$ cat src/rtl/fetch_mem_arbiter.sv
// ----------------------------------------------------------------------------
// fetch_mem_arbiter: round-robin sharing of one memory port between icache
// block refills and dcache block refills/writebacks.       Revision 1.0
// ----------------------------------------------------------------------------
`timescale 1ns/1ps
`default_nettype none

module fetch_mem_arbiter #(
  parameter int BLOCK_WORDS = 2,
  parameter int IDX_W       = $clog2(BLOCK_WORDS)
) (
  input  logic             CLK,
  input  logic             RST,
  input  logic             i_req,
  input  logic [31:0]      i_addr,
  output logic [31:0]      i_load_word,
  output logic             i_load_valid,
  output logic             i_done,
  input  logic             d_req,
  input  logic             d_write,
  input  logic [31:0]      d_addr,
  input  logic [31:0]      d_store_word,
  output logic [31:0]      d_load_word,
  output logic             d_load_valid,
  output logic             d_done,
  output logic [IDX_W-1:0] word_idx,
  output logic             mem_ren,
  output logic             mem_wen,
  output logic [31:0]      mem_addr,
  output logic [31:0]      mem_store,
  input  logic [31:0]      mem_load,
  input  logic             mem_ready
);

  localparam logic [1:0] IDLE   = 2'd0;
  localparam logic [1:0] I_XFER = 2'd1;
  localparam logic [1:0] D_XFER = 2'd2;

  localparam logic GRANT_I = 1'b0;
  localparam logic GRANT_D = 1'b1;

  localparam logic [IDX_W-1:0] LAST_IDX = IDX_W'(BLOCK_WORDS - 1);

  logic [1:0]       state;
  logic [1:0]       state_nxt;
  logic [IDX_W-1:0] idx_nxt;
  logic             last_grant;
  logic             grant_nxt;
  logic             granted_req;
  logic             beat;
  logic             last_beat;
  logic             unused_addr_bits;

  // Block base low bits are replaced by the word index, so they never matter.
  assign unused_addr_bits = ^{i_addr[IDX_W+1:0], d_addr[IDX_W+1:0]};

  assign granted_req = (state == I_XFER) ? i_req :
                       (state == D_XFER) ? d_req : 1'b0;
  assign beat        = granted_req & mem_ready;
  assign last_beat   = beat && (word_idx == LAST_IDX);

  always_ff @(posedge CLK or posedge RST) begin
    if (RST) begin
      state      <= IDLE;
      word_idx   <= '0;
      last_grant <= GRANT_D;
    end else begin
      state      <= state_nxt;
      word_idx   <= idx_nxt;
      last_grant <= grant_nxt;
    end
  end

  always_comb begin
    state_nxt = state;
    idx_nxt   = word_idx;
    grant_nxt = last_grant;
    case (state)
      IDLE: begin
        idx_nxt = '0;
        // On a tie the side that did not win last time is served.
        if (i_req && (!d_req || last_grant == GRANT_D)) begin
          state_nxt = I_XFER;
          grant_nxt = GRANT_I;
        end else if (d_req) begin
          state_nxt = D_XFER;
          grant_nxt = GRANT_D;
        end
      end
      I_XFER, D_XFER: begin
        if (!granted_req) begin
          state_nxt = IDLE;
          idx_nxt   = '0;
        end else if (beat) begin
          idx_nxt = word_idx + IDX_W'(1);
          if (word_idx == LAST_IDX) begin
            state_nxt = IDLE;
          end
        end
      end
      default: begin
        state_nxt = IDLE;
        idx_nxt   = '0;
      end
    endcase
  end

  always_comb begin
    mem_ren      = 1'b0;
    mem_wen      = 1'b0;
    mem_addr     = '0;
    mem_store    = '0;
    i_load_word  = '0;
    i_load_valid = 1'b0;
    i_done       = 1'b0;
    d_load_word  = '0;
    d_load_valid = 1'b0;
    d_done       = 1'b0;
    case (state)
      I_XFER: begin
        mem_ren      = 1'b1;
        mem_addr     = {i_addr[31:IDX_W+2], word_idx, 2'b00};
        i_load_word  = mem_load;
        i_load_valid = beat;
        i_done       = last_beat;
      end
      D_XFER: begin
        mem_ren      = !d_write;
        mem_wen      = d_write;
        mem_addr     = {d_addr[31:IDX_W+2], word_idx, 2'b00};
        mem_store    = d_store_word;
        d_load_word  = d_write ? '0 : mem_load;
        d_load_valid = beat & !d_write;
        d_done       = last_beat;
      end
      default: ;
    endcase
  end

endmodule

`default_nettype wire

$ cat config.mk
export PLATFORM = sky130hd
export DESIGN_NAME = fetch_mem_arbiter
export DESIGN_NICKNAME = d
export VERILOG_FILES = /design/src/rtl/fetch_mem_arbiter.sv
export SDC_FILE = /design/constraint.sdc
export NUM_CORES = 1
export LEC_CHECK = 0
export CORE_AREA = 2 2 105 107
export CTS_CLUSTER_SIZE = 14
export DETAILED_ROUTE_END_ITERATION = 7
export DIE_AREA = 0 0 107 109
export PLACE_DENSITY = 0.62
export SETUP_SLACK_MARGIN = 0.3
export SLEW_MARGIN = 15
export SYNTH_ARGS = -nofsm -noshare
export SYNTH_HDL_FRONTEND = slang
export SYNTH_SLANG_ARGS = --single-unit
$ cat constraint.sdc
create_clock -name CLK -period 1.45 [get_ports CLK]
set_input_delay 0.2175 -clock CLK [delete_from_list [all_inputs] [get_ports CLK]]
set_output_delay 0.2175 -clock CLK [all_outputs]
set_load 0.05 [all_outputs]
; Word level (Yosys, flattened, before mapping)
; Cells that the tools add are included.
[word_totals]
regBits = 4
in_bits = 134
output_inout_bits = 135
wordCells = 45
[op_classes]
n_addsub = 1
n_eq_ne = 5
n_mux = 24
n_bitwise = 2
n_reduce_logical = 10
[op_table]
columns = cell, n
row1 = $mux W32, 4
row2 = $pmux W32 S2, 1
row3 = $mux W1, 12
row4 = $mux W2, 5
row5 = $ne A3 B3 Y1 const B, 3
row6 = $pmux W2 S2, 1
row7 = $reduce_and A3 Y1, 1
row8 = $and A1 B1 Y1, 2
row9 = $eq A2 B1 Y1 const B, 1
row10 = $eq A2 B2 Y1 const B, 1
row11 = $logic_and A1 B1 Y1, 2
row12 = $logic_not A1 Y1, 2
row13 = $logic_not A2 Y1, 1
row14 = $pmux W1 S2, 1
row15 = $reduce_and A2 Y1, 1
row16 = $reduce_bool A2 Y1, 1
row17 = $reduce_or A2 Y1, 1
row18 = $add A1 B1 Y1 const B, 1
row19 = $logic_or A1 B1 Y1, 1

; Longest topological paths before layout
[logic_depth]
word_depth = 7
mapped_depth = 6
depth_no_buf = 5

; Worst setup path after synthesis
; No wires, ideal clock.
[synth_timing]
kind = register to output
startpoint = register state[0]
endpoint = output d_load_valid
arrival_time_ps = 2163
path_slack_ps = -931
path_stages_with_launch = 7
path_buffers = 2
cell_sequence = dfrtp_1 > inv_1 > ha_1 > buf_4 > buf_4 > o21ai_1 > nor3b_1
[synth_via]
elab_chain_cells = 6
elab_cells_between_ends = 7
classes_between = 2 x eq/ne / 3 x mux / 2 x bitwise
[synth_rtl]
columns = item, line_no
row1 = from (decl), 44  ; logic [1:0] state;
row2 = from (signal assigned), 68  ; state <= state_nxt;
row3 = $eq A2 B2 Y1, "58, 119"
row4 = $mux W1, 58  ; (state == D_XFER) ? d_req : 1'b0;
row5 = $mux W1, 57  ; assign granted_req = (state == I_XFER) ? i_req :
row6 = $and A1 B1 Y1, 59  ; assign beat = granted_req & mem_ready;
row7 = $and A1 B1 Y1, 133  ; d_load_valid = beat & !d_write;
row8 = $mux W1 (*), 119  ; case (state)
row9 = to (decl), 24  ; output logic d_load_valid,
; Every way passes the cells marked *; elsewhere a longest branch is shown, timed or not.

; Final worst setup path
[layout_timing]
startpoint = register state[0]
endpoint = output d_load_word[0]
[layout_via]
elab_chain_cells = 2
[layout_rtl]
columns = item, line_no
row1 = $eq A2 B2 Y1, 119
row2 = $mux W32, 119
row3 = to (decl), 23  ; output logic [31:0] d_load_word,
; Every way passes these cells.

==> metrics <==
layout net count=640; most common cell in the netlist=and2_1; post-route design area=6873 um^2; CP max stage delay=390 ps; Worst setup SP type=register; mean routed wirelength per cell=17.04 um; PwrDens=1650 nW/um^2; largest net degree at the start of global routing=28; post-synthesis cell type count=26; GRT overflow=0; RSZ-0062 raised after global routing=true; row count=38; Clock Tree Buf Depth=2; CTS tree=done; Min Hold Slack=192.8 ps; data arrival time of the critical path=1620 ps; final worst slack=-382.5 ps; Clock transition at path regs=40 ps; Die Y=109 um; number of max-cap violations=0; Antenna Nets Post-Route=0; Yosys top cell by area=and2_1; total power=11.34 mW; most instantiated cells after synthesis=98 x and2_1, 30 x nor2b_1, 29 x a22oi_1; RD Place Congestion=0.7374; status=finished with violations; Routed Wire Length=10940 um; via/cell ratio=4.277; post-synthesis register bit count=4; IO buf count=260; Num CTS Buffers=3; total track usage=17.42%; Avg Inst Size Synth=6.698 um^2; First DRT Iteration DRCs=50; Most used DFF post-synth=dfrtp_1; Starting Density=13.77%; Synthesis Warnings=0; met2 WL post-DR=6294 um; top post-synthesis cells by area=and2_1 42%, a22oi_1 15%, nor2b_1 13%; Synth Instances=218; asr flop ratio synth=100.0%; final setup fails=135; initial antenna violation count=0; Final Hold Vio Count=0; DRC=0; Worst Setup End Kind=output pin; Seq/Total Area, Yosys=6.941%; Ports=269; core box area=10600 um^2; total negative slack=-44040 ps; first-pass GRT wire length=15880 um; CTS Sinks=4; H-tree Lvls=1; fill count=787; critical-path cell list=inv_2, ha_4, and2b_4, clkbuf_16, and2_4, buf_12; Max Used Layer=met4; WS Path Type=register to output pin; CP Max Fanout=8; Placed Area=6186 um^2; ratio of cells with drive above 1 in the final layout=69.92%; Die Area=11660 um^2; failing checks=setup timing; Initial DRT Pass Iterations=4; LEAKAGE=2.765 nW; P&R area growth vs syn=370.7%; n_diodes=0; DP HPWL=8224 um; Clock Skew=6.295 ps; maximum operating frequency=545.7 MHz; period utilization=126.4%; vias in the first global route=2990; Hold Path Class=input pin to async pin; CP required=1230 ps; Post-synth EDFFs=0; synthesized area=1460 um^2; min Tclk post-route=1833 ps; WL met1=3427 um; worst skew pair latency=230 ps; max-slew violation count=0; # hold bufs at CTS=0; total number of vias=2746; Slowest cell on crit path=dfrtp_1; Max VDD drop=0.9472 mV; CTS root buf=clkbuf_8; Yosys top cell area share=41.99%; Die Wd=107 um; metal3 WL=1020 um
## timing repair
| item | CTS | global route |
|---|---|---|
| cloned | 8 | 3 |
| pin swaps | 15 | 23 |
| buffers inserted | 6 | 3 |
| resized for setup | 71 | 11 |
| endpoints found under the setup margin | 135 | 136 |
## layer usage
| layer | track usage, % | vias up |
|---|---|---|
| met5 | 0 | - |
| met4 | 4.360 | 0 |
| met3 | 4.961 | 11 |
| met2 | 36.94 | 167 |
| met1 | 15.97 | 1284 |
| li1 | - | 1284 |
## flip-flops by register name, summed over array words and instances, names as in the netlist
register,flops
word_idx,1
last_grant,1
state,2
## layout make-up
class	instances	area, um^2	area share (%)
sequential	4	102.6	1.493
clock buffer	4	45.04	0.6554
multi-input combinational	189	1931	28.09
inverter	4	15.01	0.2185
tap	140	175.2	2.549
timing repair buffer	301	4604	66.99
## kinds of logic (layout without fill, tap and decap cells)
logic type,after synthesis,in the layout,share of synthesized area (%)
other,1,2,0.2568
buffers and inverters,26,309,8.740
adders and majority gates,3,3,2.571
xor gates and xnor gates,1,1,0.5999
and+or+nand+nor,142,142,59.81
AOI/OAI and AO/OA,41,41,21.08
DFF,4,4,6.941
## critical path, delay by kind of cell (launching register included)
family | cells | cell delay [ps]
fa+ha+maj | 1 | 170
buf+inv | 3 | 410
flops | 1 | 390
simple gates | 2 | 410
## report_power, final
group	internal [mW]	total, mW	switching, mW
clock	0.189	0.259	0.0704
sequential	0.166	0.218	0.0518
combinational	5.75	10.9	5.11
## layout by cell type, fill, tap and decap left out, types with 2 or more instances in the layout
master	synthesis	final
a21o_1	2	2
a22oi_2	0	29
and2_4	0	98
and3_4	0	2
buf_12	0	141
buf_16	0	9
buf_4	7	14
buf_6	0	6
clkbuf_16	0	3
clkbuf_8	0	3
clkdlybuf4s50_1	0	127
conb_1	1	2
dfrtp_1	3	2
ha_4	0	2
inv_1	4	2
inv_2	0	2
nand2_1	4	4
nand3_1	2	2
nor2_1	3	2
nor2b_4	0	29
o2111ai_1	2	2
o211ai_1	2	2
## path summary, 6_finish.rpt
| kind | from | end | slack (ps) | cells past startpoint |
|---|---|---|---|---|
| min in group CLK | last_grant | last_grant | 490 | 2 |
| worst max-delay path | state[0] | d_load_word[0] | -380 | 6 |
| worst min register to register | last_grant | last_grant | 490 | 2 |
| worst max register to register | state[0] | state[1] | -280 | 8 |
| worst min-delay path | RST | word_idx | 190 | 2 |
| max in group asynchronous | RST | last_grant | 1020 | 2 |
## stage by stage
stage,util (%),std cells,worst slack [ps]
final,64.82,642,-382.5
after global routing,64.82,642,-446.5
after CTS,63.59,636,-419.0
after detailed placement,58.34,618,-217.6
after global placement,58.34,618,-219.3
after floorplan,-,219,-211.7
Power figures use the tool's default switching activity.
